$ cat src/rtl/decode_buffer.sv
// IF->ID decode buffer: DEPTH-entry FIFO behind one registered decode slot; 1-cycle latency when empty.
// Backpressure: in_ready drops when the FIFO is full or on flush; the slot holds bit-for-bit while out_ready is low.
module decode_buffer #(
    parameter int DEPTH = 4,
    parameter int PC_W  = 32
) (
    input  logic                         i_clk,
    input  logic                         i_rst_n,
    input  logic                         i_flush,
    input  logic                         i_in_valid,
    output logic                         o_in_ready,
    input  logic [PC_W-1:0]              i_in_pc,
    input  logic [31:0]                  i_in_inst,
    output logic                         o_out_valid,
    input  logic                         i_out_ready,
    output logic [PC_W-1:0]              o_out_pc,
    output logic [4:0]                   o_rs1_index,
    output logic [4:0]                   o_rs2_index,
    output logic [4:0]                   o_rd_index,
    output logic [4:0]                   o_opcode,
    output logic [3:0]                   o_func,
    output logic                         o_is_mtype,
    output logic                         o_is_fsub,
    output logic [1:0]                   o_csr_op,
    output logic [31:0]                  o_imm,
    output logic                         o_illegal,
    output logic [$clog2(DEPTH+1)-1:0]   o_count
);
    localparam int PTR_W = $clog2(DEPTH);
    localparam int CNT_W = $clog2(DEPTH+1);
    localparam logic [CNT_W-1:0] FULL_CNT = CNT_W'(DEPTH);

    typedef struct packed {
        logic [PC_W-1:0] pc;
        logic [4:0]      rs1;
        logic [4:0]      rs2;
        logic [4:0]      rd;
        logic [4:0]      opcode;
        logic [3:0]      func;
        logic            is_mtype;
        logic            is_fsub;
        logic [1:0]      csr_op;
        logic [31:0]     imm;
        logic            illegal;
    } dec_t;

    function automatic dec_t decode(input logic [PC_W-1:0] pc, input logic [31:0] inst);
        dec_t d;
        logic legal;
        d        = '0;
        legal    = 1'b1;
        d.pc     = pc;
        d.rs1    = inst[19:15];
        d.rs2    = inst[24:20];
        d.rd     = inst[11:7];
        d.opcode = inst[6:2];
        d.func   = {inst[14:12], inst[30]};
        d.is_mtype = inst[25] && (inst[6:2] == 5'b01100);
        d.is_fsub  = inst[27] && (inst[6:2] == 5'b10100);
        d.csr_op   = (inst[6:2] == 5'b11100) ? {inst[27], inst[21]} : 2'b00;
        case (inst[6:2])
            5'b00000, 5'b00001, 5'b00100, 5'b11001, 5'b11100:
                d.imm = {{20{inst[31]}}, inst[31:20]};
            5'b01000, 5'b01001:
                d.imm = {{20{inst[31]}}, inst[31:25], inst[11:7]};
            5'b11000:
                d.imm = {{19{inst[31]}}, inst[31], inst[7], inst[30:25], inst[11:8], 1'b0};
            5'b00101, 5'b01101:
                d.imm = {inst[31:12], 12'b0};
            5'b11011:
                d.imm = {{11{inst[31]}}, inst[31], inst[19:12], inst[20], inst[30:21], 1'b0};
            5'b01100, 5'b10100:
                d.imm = 32'b0;
            default: begin
                d.imm = 32'b0;
                legal = 1'b0;
            end
        endcase
        d.illegal = (inst[1:0] != 2'b11) || !legal;
        return d;
    endfunction

    logic [PC_W+31:0]  r_mem [DEPTH];
    logic [PTR_W-1:0]  r_rd_ptr;
    logic [PTR_W-1:0]  r_wr_ptr;
    logic [CNT_W-1:0]  r_count;
    logic              r_out_valid;
    dec_t              r_slot;

    logic              w_in_ready;
    logic              w_accept;
    logic              w_load;
    logic              w_fifo_nonempty;
    logic              w_pop;
    logic              w_bypass;
    logic              w_push;
    logic [PC_W+31:0]  w_head;
    dec_t              w_dec;

    assign w_in_ready      = !i_flush && (r_count < FULL_CNT);
    assign w_accept        = i_in_valid && w_in_ready;
    assign w_load          = !r_out_valid || i_out_ready;
    assign w_fifo_nonempty = (r_count != '0);
    assign w_pop           = w_load && w_fifo_nonempty;
    assign w_bypass        = w_load && !w_fifo_nonempty && w_accept;
    assign w_push          = w_accept && !w_bypass;
    assign w_head          = r_mem[r_rd_ptr];
    // FIFO contents always take priority over the input so ordering is preserved.
    assign w_dec = w_fifo_nonempty ? decode(w_head[PC_W+31:32], w_head[31:0])
                                   : decode(i_in_pc, i_in_inst);

    always_ff @(posedge i_clk) begin
        if (w_push) begin
            r_mem[r_wr_ptr] <= {i_in_pc, i_in_inst};
        end
    end

    always_ff @(posedge i_clk or negedge i_rst_n) begin
        if (!i_rst_n) begin
            r_rd_ptr    <= '0;
            r_wr_ptr    <= '0;
            r_count     <= '0;
            r_out_valid <= 1'b0;
            r_slot      <= '0;
        end else if (i_flush) begin
            r_rd_ptr    <= '0;
            r_wr_ptr    <= '0;
            r_count     <= '0;
            r_out_valid <= 1'b0;
        end else begin
            if (w_push) begin
                r_wr_ptr <= r_wr_ptr + PTR_W'(1);
            end
            if (w_pop) begin
                r_rd_ptr <= r_rd_ptr + PTR_W'(1);
            end
            if (w_push && !w_pop) begin
                r_count <= r_count + CNT_W'(1);
            end else if (w_pop && !w_push) begin
                r_count <= r_count - CNT_W'(1);
            end
            if (w_load) begin
                r_out_valid <= w_pop || w_bypass;
                if (w_pop || w_bypass) begin
                    r_slot <= w_dec;
                end
            end
        end
    end

    assign o_in_ready  = w_in_ready;
    assign o_out_valid = r_out_valid;
    assign o_out_pc    = r_slot.pc;
    assign o_rs1_index = r_slot.rs1;
    assign o_rs2_index = r_slot.rs2;
    assign o_rd_index  = r_slot.rd;
    assign o_opcode    = r_slot.opcode;
    assign o_func      = r_slot.func;
    assign o_is_mtype  = r_slot.is_mtype;
    assign o_is_fsub   = r_slot.is_fsub;
    assign o_csr_op    = r_slot.csr_op;
    assign o_imm       = r_slot.imm;
    assign o_illegal   = r_slot.illegal;
    assign o_count     = r_count;
endmodule

$ cat config.mk
export PLATFORM = sky130hd
export DESIGN_NAME = decode_buffer
export DESIGN_NICKNAME = d
export VERILOG_FILES = /design/src/rtl/decode_buffer.sv
export SDC_FILE = /design/constraint.sdc
export NUM_CORES = 1
export LEC_CHECK = 0
export ABC_AREA = 1
export ABC_CLOCK_PERIOD_IN_PS = 8400
export CAP_MARGIN = 15
export CORE_MARGIN = 2
export CORE_UTILIZATION = 50
export DETAILED_ROUTE_END_ITERATION = 8
export GPL_TIMING_DRIVEN = 1
export HOLD_SLACK_MARGIN = 0.03
export PLACE_DENSITY = 0.7
export SYNTH_ARGS = -nofsm -noshare
export SYNTH_HDL_FRONTEND = slang
export SYNTH_SLANG_ARGS = --single-unit
$ cat constraint.sdc
create_clock -name i_clk -period 8.4 [get_ports i_clk]
set_input_delay 1.68 -clock i_clk [delete_from_list [all_inputs] [get_ports i_clk]]
set_output_delay 1.68 -clock i_clk [all_outputs]
set_load 0.02 [all_outputs]
==> results of run 1 <==
==> cell usage after synthesis, drive strengths merged <==
library cell / instances
buf: 46
fa: 1
o22ai: 48
dfrtp: 101
nand4: 5
ha: 4
and2: 4
o21bai: 1
nor3: 2
a21oi: 97
o21a: 2
o21ai: 222
nand3: 96
edfxtp: 256
a31oi: 1
nand2: 260
o211ai: 1
clkbuf: 48
inv: 59
o32ai: 1
nor2: 266
o22a: 1
==> layer usage <==
layer  GRT usage (%)  part of all wire (%)  up-vias
li1                -                     -     5512
met1            33.4                    41     5855
met2            41.5                    49      479
met3            4.85                   7.4       74
met4            7.84                   2.6        4
met5               0                 0.059        -
==> power groups by stage <==
stage / Clock, uW / Sequential (uW) / Combinational, uW
finish: 1580 / 2440 / 2780
global route: 1660 / 2470 / 3050
CTS: 1590 / 2440 / 2790
detailed placement: 0 / 2470 / 2770
global placement: 0 / 2470 / 2720
floorplan: 0 / 2670 / 1500
==> how the worst min path moves through the flow <==
| stage | startpoint | to | slack [ns] | cells after the start |
|---|---|---|---|---|
| after CTS | o_out_pc[27]$_DFFE_PN0P_ | o_out_pc[27]$_DFFE_PN0P_ | 0.49 | 2 |
| final | o_rs2_index[3]$_DFFE_PN0P_ | o_rs2_index[3]$_DFFE_PN0P_ | 0.48 | 2 |
| after detailed placement | o_out_pc[27]$_DFFE_PN0P_ | o_out_pc[27]$_DFFE_PN0P_ | 0.48 | 2 |
| after global routing | o_opcode[4]$_DFFE_PN0P_ | o_opcode[4]$_DFFE_PN0P_ | 0.50 | 2 |
| after floorplan | r_wr_ptr[1]$_DFFE_PN0P_ | r_wr_ptr[1]$_DFFE_PN0P_ | 0.58 | 2 |
| after global placement | o_illegal$_DFFE_PN0P_ | o_illegal$_DFFE_PN0P_ | 0.46 | 2 |
==> worst reg2reg max path, stage by stage (launching register included) <==
cell and delay [ns]:
dfrtp_4 0.85, buf_4 0.75, nand2_1 0.11, nand3_1 0.13
nand2_2 0.11, nor2_2 0.87, inv_1 0.09, nand2_1 0.15
nand3_2 0.29, nand2_2 0.50, nand2_1 0.14, nand2_1 0.10
a21oi_2 0.06
==> through the flow <==
| step | hold slack, ns | instance area, sq um |
|---|---|---|
| after floorplan | 0.579 | 15600 |
| after global placement | 0.464 | 17400 |
| after detailed placement | 0.476 | 17400 |
| after CTS | 0.490 | 18600 |
| after global routing | 0.505 | 18600 |
| final | 0.484 | 18600 |
==> registers in the layout, summed over array words and instances (netlist names) <==
signal       flops
o_count          3
o_csr_op         2
o_func           4
o_illegal        1
o_imm           32
o_is_fsub        1
o_is_mtype       1
o_opcode         5
o_out_pc        32
o_out_valid      1
o_rd_index       5
o_rs1_index      5
o_rs2_index      5
r_mem          256
r_rd_ptr         2
r_wr_ptr         2
==> cell type report <==
| type | instances | area [sq um] | share of cell area (%) |
|---|---|---|---|
| repair buffers | 180 | 1760 | 9.49 |
| clock inverters | 17 | 150 | 0.808 |
| clock buffers | 51 | 1010 | 5.43 |
| inverters | 59 | 223 | 1.20 |
| well taps | 396 | 495 | 2.67 |
| flip-flops and latches | 357 | 10200 | 55.0 |
| multi-input cells | 1012 | 4720 | 25.4 |
==> logic make-up after synthesis <==
kind of cell    synth area share [%]
fa+ha+maj                      0.450
flops                           65.6
compound gates                  12.7
buf+inv                         4.37
simple gates                    16.8
==> layout by cell type, fill, tap and decap left out, types with 2 or more instances in the layout <==
cell type,n
nor2_4,5
nand2_2,8
nand2_4,2
o21ai_1,15
nand2_1,250
a21oi_1,90
clkdlybuf4s50_1,165
nor2_8,2
inv_1,50
inv_2,8
inv_6,2
nor2_2,5
clkinv_2,7
bufinv_16,2
clkinv_1,6
clkbuf_8,3
ha_1,4
o22ai_1,48
a21oi_2,7
clkbuf_1,11
nand3_2,3
nand3_1,92
nor2_1,254
nand4_1,5
clkbuf_16,37
buf_4,15
o21a_1,2
edfxtp_1,256
and2_1,4
o21ai_0,207
dfrtp_1,99
==> out/results.tsv, run 1 <==
metric	value	unit
post-route insts no fill	2072	
Core Footprint	30600	sq um
Crit path max-delay family	buffers and inverters	
crit path from	i_flush	
WP depth	3	
vias per cell	5.75	
post-synth net total	1596	
GRT Total Usage	25.0	%
drt wl/cell	19.7	um
period utilization	55.8	%
Initial Utilization	50.9	%
global-route wire length before repair	64400	um
CP Launch Type	primary input	
clk root buf	clkbuf_16	
DRT iter0 DRCs	991	
layout cells sized above 1	6.68	%
R2R cell count	12	
vias in the first global route	11600	
Critical Path AT	3.01	ns
Setup crit end kind	output port	
Sum Neg Setup Slack	0	ns
fillers	2552	
Worst Clk Skew	0.0156	ns
Ports	167	
synth unique cells	34	
dominant cells by area after synthesis	edfxtp_1, dfrtp_1, o21ai_0, nor2_1, nand2_1	
Die Height	180	um
Ant. Diodes	0	
MaxCap Viol Count	0	
Rel. slew slack	23.5	%
Buf+Inv Stages, Crit Path	2	
reg2reg start	r_rd_ptr[0]$_DFFE_PN0P_	
Peak VDD IR	204	uV
leak pwr	0.00721	uW
Via Count	11900	
placed cells	2004	
post-synthesis cell count	1522	
Area growth, synth to finish	19.4	%
TritonRoute pass-1 iters	5	
Die ar.	32500	sq um
pins over their slew limit	0	
worst hold path class	register to register	
NetSw	2730	uW
hold buffer count at cts	0	
Flop pwr share	35.8	%
PD cells	366	nW/um^2
final hold vios	0	
most frequent CP cell	clkdlybuf4s50_1	
critical path endpoint	o_in_ready	
Cell Chain, Critical Path	clkdlybuf4s50_1 -> nor2_1 -> clkdlybuf4s50_1	
crit-path max cell delay	0.63	ns
final setup violation count	0	
fin worst setup slack	3.71	ns
Post-Place Worst Slack	3.60	ns
reg2reg end	o_imm[26]$_DFFE_PN0P_	
Worst-Margin Slew	1.15	ns
CTS sink count	357	
Worst R2R Setup Slack	4.16	ns
slowest CP cell	clkdlybuf4s50_1	
worst skew pair latency	0.53	ns
Worst Path Max Fanout	5	
Tmin final	4.69	ns
Die W	180	um
internal power	4070	uW
cell taking the most area after synthesis	edfxtp_1	
post-synthesis register bit count	357	
Final nets	1721	
grt total ovfl	0	
post-DP HPWL	23300	um
synthesized cell area	15600	sq um
Max H-tree Level	2	
post-synth top area share	49.4	%
Finished Core Util	60.8	%
pin count of the biggest net entering global routing	83	
gpl congestion	0.874	
outcome	finished, final reports clean	
CP Class	primary input to output port	
I/O Buffers	166	
DRC	0	
PostCTS Resize Cnt	0	
CP required	6.72	ns
RSZ-0062 raised after global routing	no	
Peak Freq	0.213	GHz
Clock Tree Buf Depth	3	
Logic pwr share	40.9	%
switch share	40.2	%
Post-CTS Setup Inserts	0	
Clock power frac	23.2	%
final antenna-violating net count	0	
Post-Route WL	40700	um
register area share after synthesis	65.6	%
CTS clk-pin slew, worst paths	0.06	ns
row cnt	64	
antenna violations before repair	2	
CTS tree	done	
yosys synthesis warning count	0	
Power Total	6800	uW
syn avg cell area	10.2	sq um
total CTS buffers	37	
(Power assumes the default switching activity.)
==> run 2, diff against run 1 <==
- ABC_CLOCK_PERIOD_IN_PS: 8400 -> 4500
- clock period: 8.4 -> 4.5 ns (I/O delays scaled with it)
==> run 2 against run 1 <==
  * Global-route usage is 0.38 points higher
  * Via count is 1.3% higher
  * Die area stayed put
  * Non-clock buffer count is 4 higher
  * Sequential power is 83% higher
  * Critical endpoint is now o_imm[14]$_DFFE_PN0P_
==> out/results.tsv, run 2 (same netlist as run 1, synthesis figures left out) <==
metric	value	unit	change
layout cells sized above 1	7.85	%	+1.2 points
Via Count	12100		+1.3%
PD cells	692	nW/um^2	+89%
Worst-Margin Slew	1.02	ns	-0.123 ns
drt wl/cell	20.0	um	+1.6%
Final nets	1726		+0.29%
CTS sink count	357		unchanged
CP Class	register to register		
final hold vios	0		unchanged
Core Footprint	30600	sq um	unchanged
leak pwr	0.00734	uW	+1.8%
vias in the first global route	11900		+2.8%
fillers	2460		-3.6%
PostCTS Resize Cnt	0		unchanged
DRT iter0 DRCs	1238		+25%
period utilization	75.9	%	
Die W	180	um	unchanged
commonest non-fill, non-tap cell in the layout	edfxtp_1		
CP Launch Type	register		
Power Total	13100	uW	+92%
Worst R2R Setup Slack	1.08	ns	-3.08 ns
Tmin final	3.42	ns	
placed cells	2007		+0.15%
dpl cell area	17500	sq um	+0.44%
CP required	4.93	ns	-1.79 ns
crit path from	r_rd_ptr[0]$_DFFE_PN0P_		
worst skew pair latency	0.52	ns	about the same
Cell Chain, Critical Path	buf_4 -> nand2_1 -> nand3_1 -> nand2_2 -> nor2_2 -> nand3_1 -> nand3_2 -> nand2_2 -> nand2_1 -> nand2_1 -> a21oi_1		
pins over their slew limit	0		unchanged
Worst Clk Skew	0.0145	ns	-0.00109 ns
post-route insts no fill	2079		+0.34%
number of flip-flops in the largest register	256		unchanged
outcome	finished, final reports clean		
Worst Path Max Fanout	51		+46
Setup crit end kind	register		
WHS Endpoint	o_rs2_index[3]$_DFFE_PN0P_		
Max H-tree Level	2		unchanged
register with the most flip-flops	r_mem		
Post-Route WL	41500	um	+1.9%
RSZ-0062 raised after global routing	no		
crit-path max cell delay	0.69	ns	+0.06 ns
I/O Buffers	166		unchanged
reg2reg end	o_imm[14]$_DFFE_PN0P_		
R2R cell count	11		-1
most frequent CP cell	nand2_1		
Area growth, synth to finish	21.3	%	
Critical Path AT	3.84	ns	+0.83 ns
DRC	0		unchanged
hold buffer count at cts	0		unchanged
grt total ovfl	0		unchanged
slowest CP cell	nor2_2		
CTS clk-pin slew, worst paths	0.06	ns	about the same
global-route wire length before repair	65200	um	+1.3%
clk root buf	clkbuf_16		
final instance area	18900	sq um	+1.5%
total CTS buffers	38		+2.7%
final setup violation count	0		unchanged
Cells on Worst Hold Path	2		unchanged
CTS tree	done		
vias per cell	5.81		+0.99%
commonest non-fill, non-tap cells in the layout	edfxtp_1, nor2_1, nand2_1, o21ai_0, clkdlybuf4s50_1		
Clock Tree Buf Depth	3		unchanged
MaxCap Viol Count	0		unchanged
Initial Utilization	50.9	%	unchanged
TritonRoute pass-1 iters	5		unchanged
Ports	167		unchanged
hold path startpoint	o_rs2_index[3]$_DFFE_PN0P_		
row cnt	64		unchanged
worst hold path class	register to register		
antenna violations before repair	2		unchanged
Peak Freq	0.293	GHz	
GRT Total Usage	25.3	%	+0.38 points
gpl congestion	0.854		-2.3%
Rel. slew slack	31.8	%	+8.3 points
Post-CTS Setup Inserts	0		unchanged
Die Height	180	um	unchanged
post-DP HPWL	23800	um	+2.4%
Die ar.	32500	sq um	unchanged
pin count of the biggest net entering global routing	116		+40%
final antenna-violating net count	0		unchanged
reg2reg start	r_rd_ptr[0]$_DFFE_PN0P_		
Buf+Inv Stages, Crit Path	1		-1
Peak VDD IR	384	uV	+88%
Crit path max-delay family	simple AND/OR/NAND/NOR gates		
==> run 2: routing by layer <==
metal  global-route usage, %  wire (um)  share of wire, %
met3                    4.12       3090               7.4
met1                    33.0      16700                40
met5                       0         16             0.039
met2                    42.4      20300                49
met4                    10.7       1480               3.6
==> run 2: power breakdown <==
group	total (uW)	internal, uW	leakage, uW	switching, uW
registers	4470	4130	0.00353	339
clock network	3260	1930	0.000658	1330
logic	5340	1800	0.00316	3540
total	13100	7860	0.00734	5210
==> run 2: worst max path at each step <==
stage                               end  cells after the start
2_1_floorplan     r_mem[0][0]$_DFFE_PP_                      5
3_3_place_gp    o_out_pc[1]$_DFFE_PN0P_                      9
3_5_place_dp   o_out_pc[14]$_DFFE_PN0P_                      9
4_1_cts           o_imm[14]$_DFFE_PN0P_                     11
5_1_grt           o_imm[14]$_DFFE_PN0P_                     11
6_report          o_imm[14]$_DFFE_PN0P_                     11
==> run 2: worst reg2reg max path: stages (launching register included) <==
cell	delay (ns)
dfrtp_4	0.41
buf_4	0.48
nand2_1	0.12
nand3_1	0.12
nand2_2	0.11
nor2_2	0.69
nand3_1	0.25
nand3_2	0.34
nand2_2	0.39
nand2_1	0.18
nand2_1	0.06
a21oi_1	0.18
==> run 2: per-stage QoR <==
stage | util (%) | hold slack (ns) | worst slack [ns] | TNS (ns)
6_report | 61.7 | 0.485 | 1.08 | 0
5_1_grt | 61.7 | 0.512 | 0.910 | 0
4_1_cts | 61.6 | 0.488 | 1.16 | 0
3_5_place_dp | 57.2 | 0.473 | 0.991 | 0
3_3_place_gp | 57.2 | 0.470 | 1.12 | 0
2_1_floorplan | - | 0.579 | -0.391 | -100.16
==> run 2: final cells by class <==
type | count | area, sq um | share of cell area, %
repair buffers | 184 | 1880 | 9.94
well taps | 396 | 495 | 2.63
clock buffers | 45 | 1050 | 5.56
flip-flops and latches | 357 | 10200 | 54.2
diodes | 1 | 2.50 | 0.0133
clock inverters | 25 | 290 | 1.54
inverters | 59 | 223 | 1.18
multi-input cells | 1012 | 4720 | 25.0
==> edit: new RTL, settings of run 2 <==
Reset style: synchronous (`i_rst_n`), changed in one clocked block.
--- a/src/rtl/decode_buffer.sv
+++ b/src/rtl/decode_buffer.sv
@@ -116,5 +116,5 @@
     end
 
-    always_ff @(posedge i_clk or negedge i_rst_n) begin
+    always_ff @(posedge i_clk) begin
         if (!i_rst_n) begin
             r_rd_ptr    <= '0;
Formal check against the unedited RTL: differs if i_rst_n is asserted again (counterexample within 4 cycles, from zero or initial values and one cycle with i_rst_n low); with i_rst_n held inactive, the same outputs for 4 cycles.
==> edit against run 2 <==
- area after synthesis down 3.1%
- critical endpoint is now o_imm[26]$_SDFFE_PN0P_
- hold slack worse by 31 ps
- wire length down 4.3%
- sequential cell count increased by 2
- setup slack gained 230 ps
- non-clock buffer count increased by 2
- sequential share of layout area down 0.99 points
- cell area down 2.8%
- critical path type unchanged
Power is not compared: it rests on default switching activity, and its combinational part moved more than twofold at a synthesized area within 25%.
==> edit: results (changes against run 2) <==
stage	metric	value	unit	change
synthesis	ys async rst share	0		was 0.2829
critical_path	crit path max fanout	28		was 51
critical_path	slowest CP cell	dfxtp_4		was nor2_2
global_routing	largest net degree at the start of global routing	103		was 116
synthesis	Post-Syn Nets	1556		was 1596
global_routing	initial antenna violation count	1		was 2
route	drt pass-1 iters	6		was 5
clocking	Worst-Skew Late Latency	540	ps	was 520 ps
hold_path	Worst Hold Class	reg2reg		unchanged
route	DRT Wirelength	39750	um	was 41540 um
critical_path	Worst EP arrival	3660	ps	was 3840 ps
synthesis	post-synthesis cell type count	37		was 34
route	initial DRC count	1094		was 1238
sta	slew margin rel.	0.2517		was 0.3180
route	Via density	5.795		was 5.812
clocking	Worst-path clk slew	60	ps	about the same
synthesis	Seq/Total Area, Yosys	0.6466		was 0.6565
placement	I/O Buffers	166		unchanged
global_routing	vias in the first global route	11460		was 11920
clocking	clock buffer depth	3		unchanged
sta	Final Skew	26.21	ps	was 14.48 ps
critical_path	Worst R2R Path Depth	14		was 11
clocking	# Post-CTS Setup Buffers	0		unchanged
layout	diode count	0		was 1
placement	DP Worst Slack	1100	ps	was 990.8 ps
run_status	status	finished clean		unchanged
synthesis	Mapped Area	15080	um2	was 15560 um2
global_routing	Total Routing Usage GR	0.2529		was 0.2534
clocking	CTS-repair resized insts	0		unchanged
layout	layout cells sized above 1	0.08252		was 0.07848
placement	Final HPWL DP	23170	um	was 23810 um
synthesis	ys flop type	edfxtp_1		unchanged
layout	Largest register FFs	256		unchanged
placement	routability cong.	0.8689		was 0.8543
synthesis	largest cells by area after synthesis	edfxtp_1 (51%), dfxtp_1 (14%), o21ai_0 (7.4%), a21oi_1 (6.1%), nand2_1 (5.6%)		was edfxtp_1 (49%), dfrtp_1 (16%), o21ai_0 (6.7%), nor2_1 (6.3%), nand2_1 (6.0%)
synthesis	Post-synth EDFFs	256		unchanged
clocking	clock tree root buffer cell	clkbuf_16		unchanged
layout	Reg with most FFs	r_mem		unchanged
pwr	Pleak	6.597	nW	
global_routing	global-route wire length before repair	61710	um	was 65230 um
placement	placed cells	1956		was 2007
synthesis	Post-synth top cells	edfxtp_1 (256), nand2_1 (224), o21ai_0 (222)		was nor2_1 (260), edfxtp_1 (256), nand2_1 (250)
critical_path	Crit path largest cell delay	540	ps	was 690 ps
clocking	total CTS buffers	38		unchanged
synthesis	Mapped Cells	1482		was 1522
route	via count	11740		was 12080
layout	final net count	1680		was 1726
edit: changes by cell type after synthesis, sizes merged, moves of 10 or more:
| cell | before | now |
|---|---|---|
| nor2 | 266 | 171 |
| inv | 59 | 49 |
| nand2 | 260 | 235 |
| clkbuf | 48 | 60 |
| dfrtp | 101 | 0 |
| nand3 | 96 | 45 |
| dfxtp | 0 | 103 |
| a21oi | 97 | 196 |
edit: area by class of cell:
type	count	area (um2)
multi-input combinational	972	4718
inverter	49	190.2
clock inverter	18	260.3
tap	390	488.0
clock buffer	52	1055
fill	2402	11290
timing repair buffer	186	1882
sequential	359	9754
edit: worst paths after layout:
check | slack (ps) | start | to
min reg2reg | 450 | r_rd_ptr[1]$_SDFFE_PP0P_ | register
min | 450 | r_rd_ptr[1]$_SDFFE_PP0P_ | register
max | 1310 | register | o_imm[26]$_SDFFE_PN0P_
max reg2reg | 1310 | register | o_imm[26]$_SDFFE_PN0P_
edit: worst max-delay path: cells and delay by family (launching register included):
kind / cells / cell delay (ps)
compound gates: 1 / 130
buf+inv: 1 / 420
simple gates: 12 / 2030
flops: 1 / 540
edit: power by group through the flow:
stage / clock [W] / combinational (W) / sequential, W
after global routing: 0.00344 / 0.000857 / 0.00370
after CTS: 0.00331 / 0.000788 / 0.00370
after floorplan: 0 / 0.000305 / 0.00385
final: 0.00326 / 0.000789 / 0.00370
after global placement: 0 / 0.000773 / 0.00377
after detailed placement: 0 / 0.000783 / 0.00376
edit: cell families after synthesis:
| group | Yosys count | synth area share |
|---|---|---|
| AND/OR/NAND/NOR | 474 | 0.1315 |
| buffers and inverters | 151 | 0.04365 |
| adder cells (fa/ha/maj) | 5 | 0.004647 |
| flip-flops | 359 | 0.6466 |
| AO/OA/AOI/OAI | 493 | 0.1736 |
edit: metrics by stage:
stage	total power, W	instance area (um2)
floorplan	0.004158	15080
detailed placement	0.004548	17030
finish	0.007750	18350
global placement	0.004538	17030
CTS	0.007798	18350
global route	0.007997	18350
edit: metal layers:
metal | routed length [um] | track usage | part of all wire
met5 | 12 | 0 | 0.00030
met4 | 1405 | 0.1059 | 0.035
met3 | 3047 | 0.03706 | 0.077
met2 | 19170 | 0.4188 | 0.48
met1 | 16110 | 0.3342 | 0.41
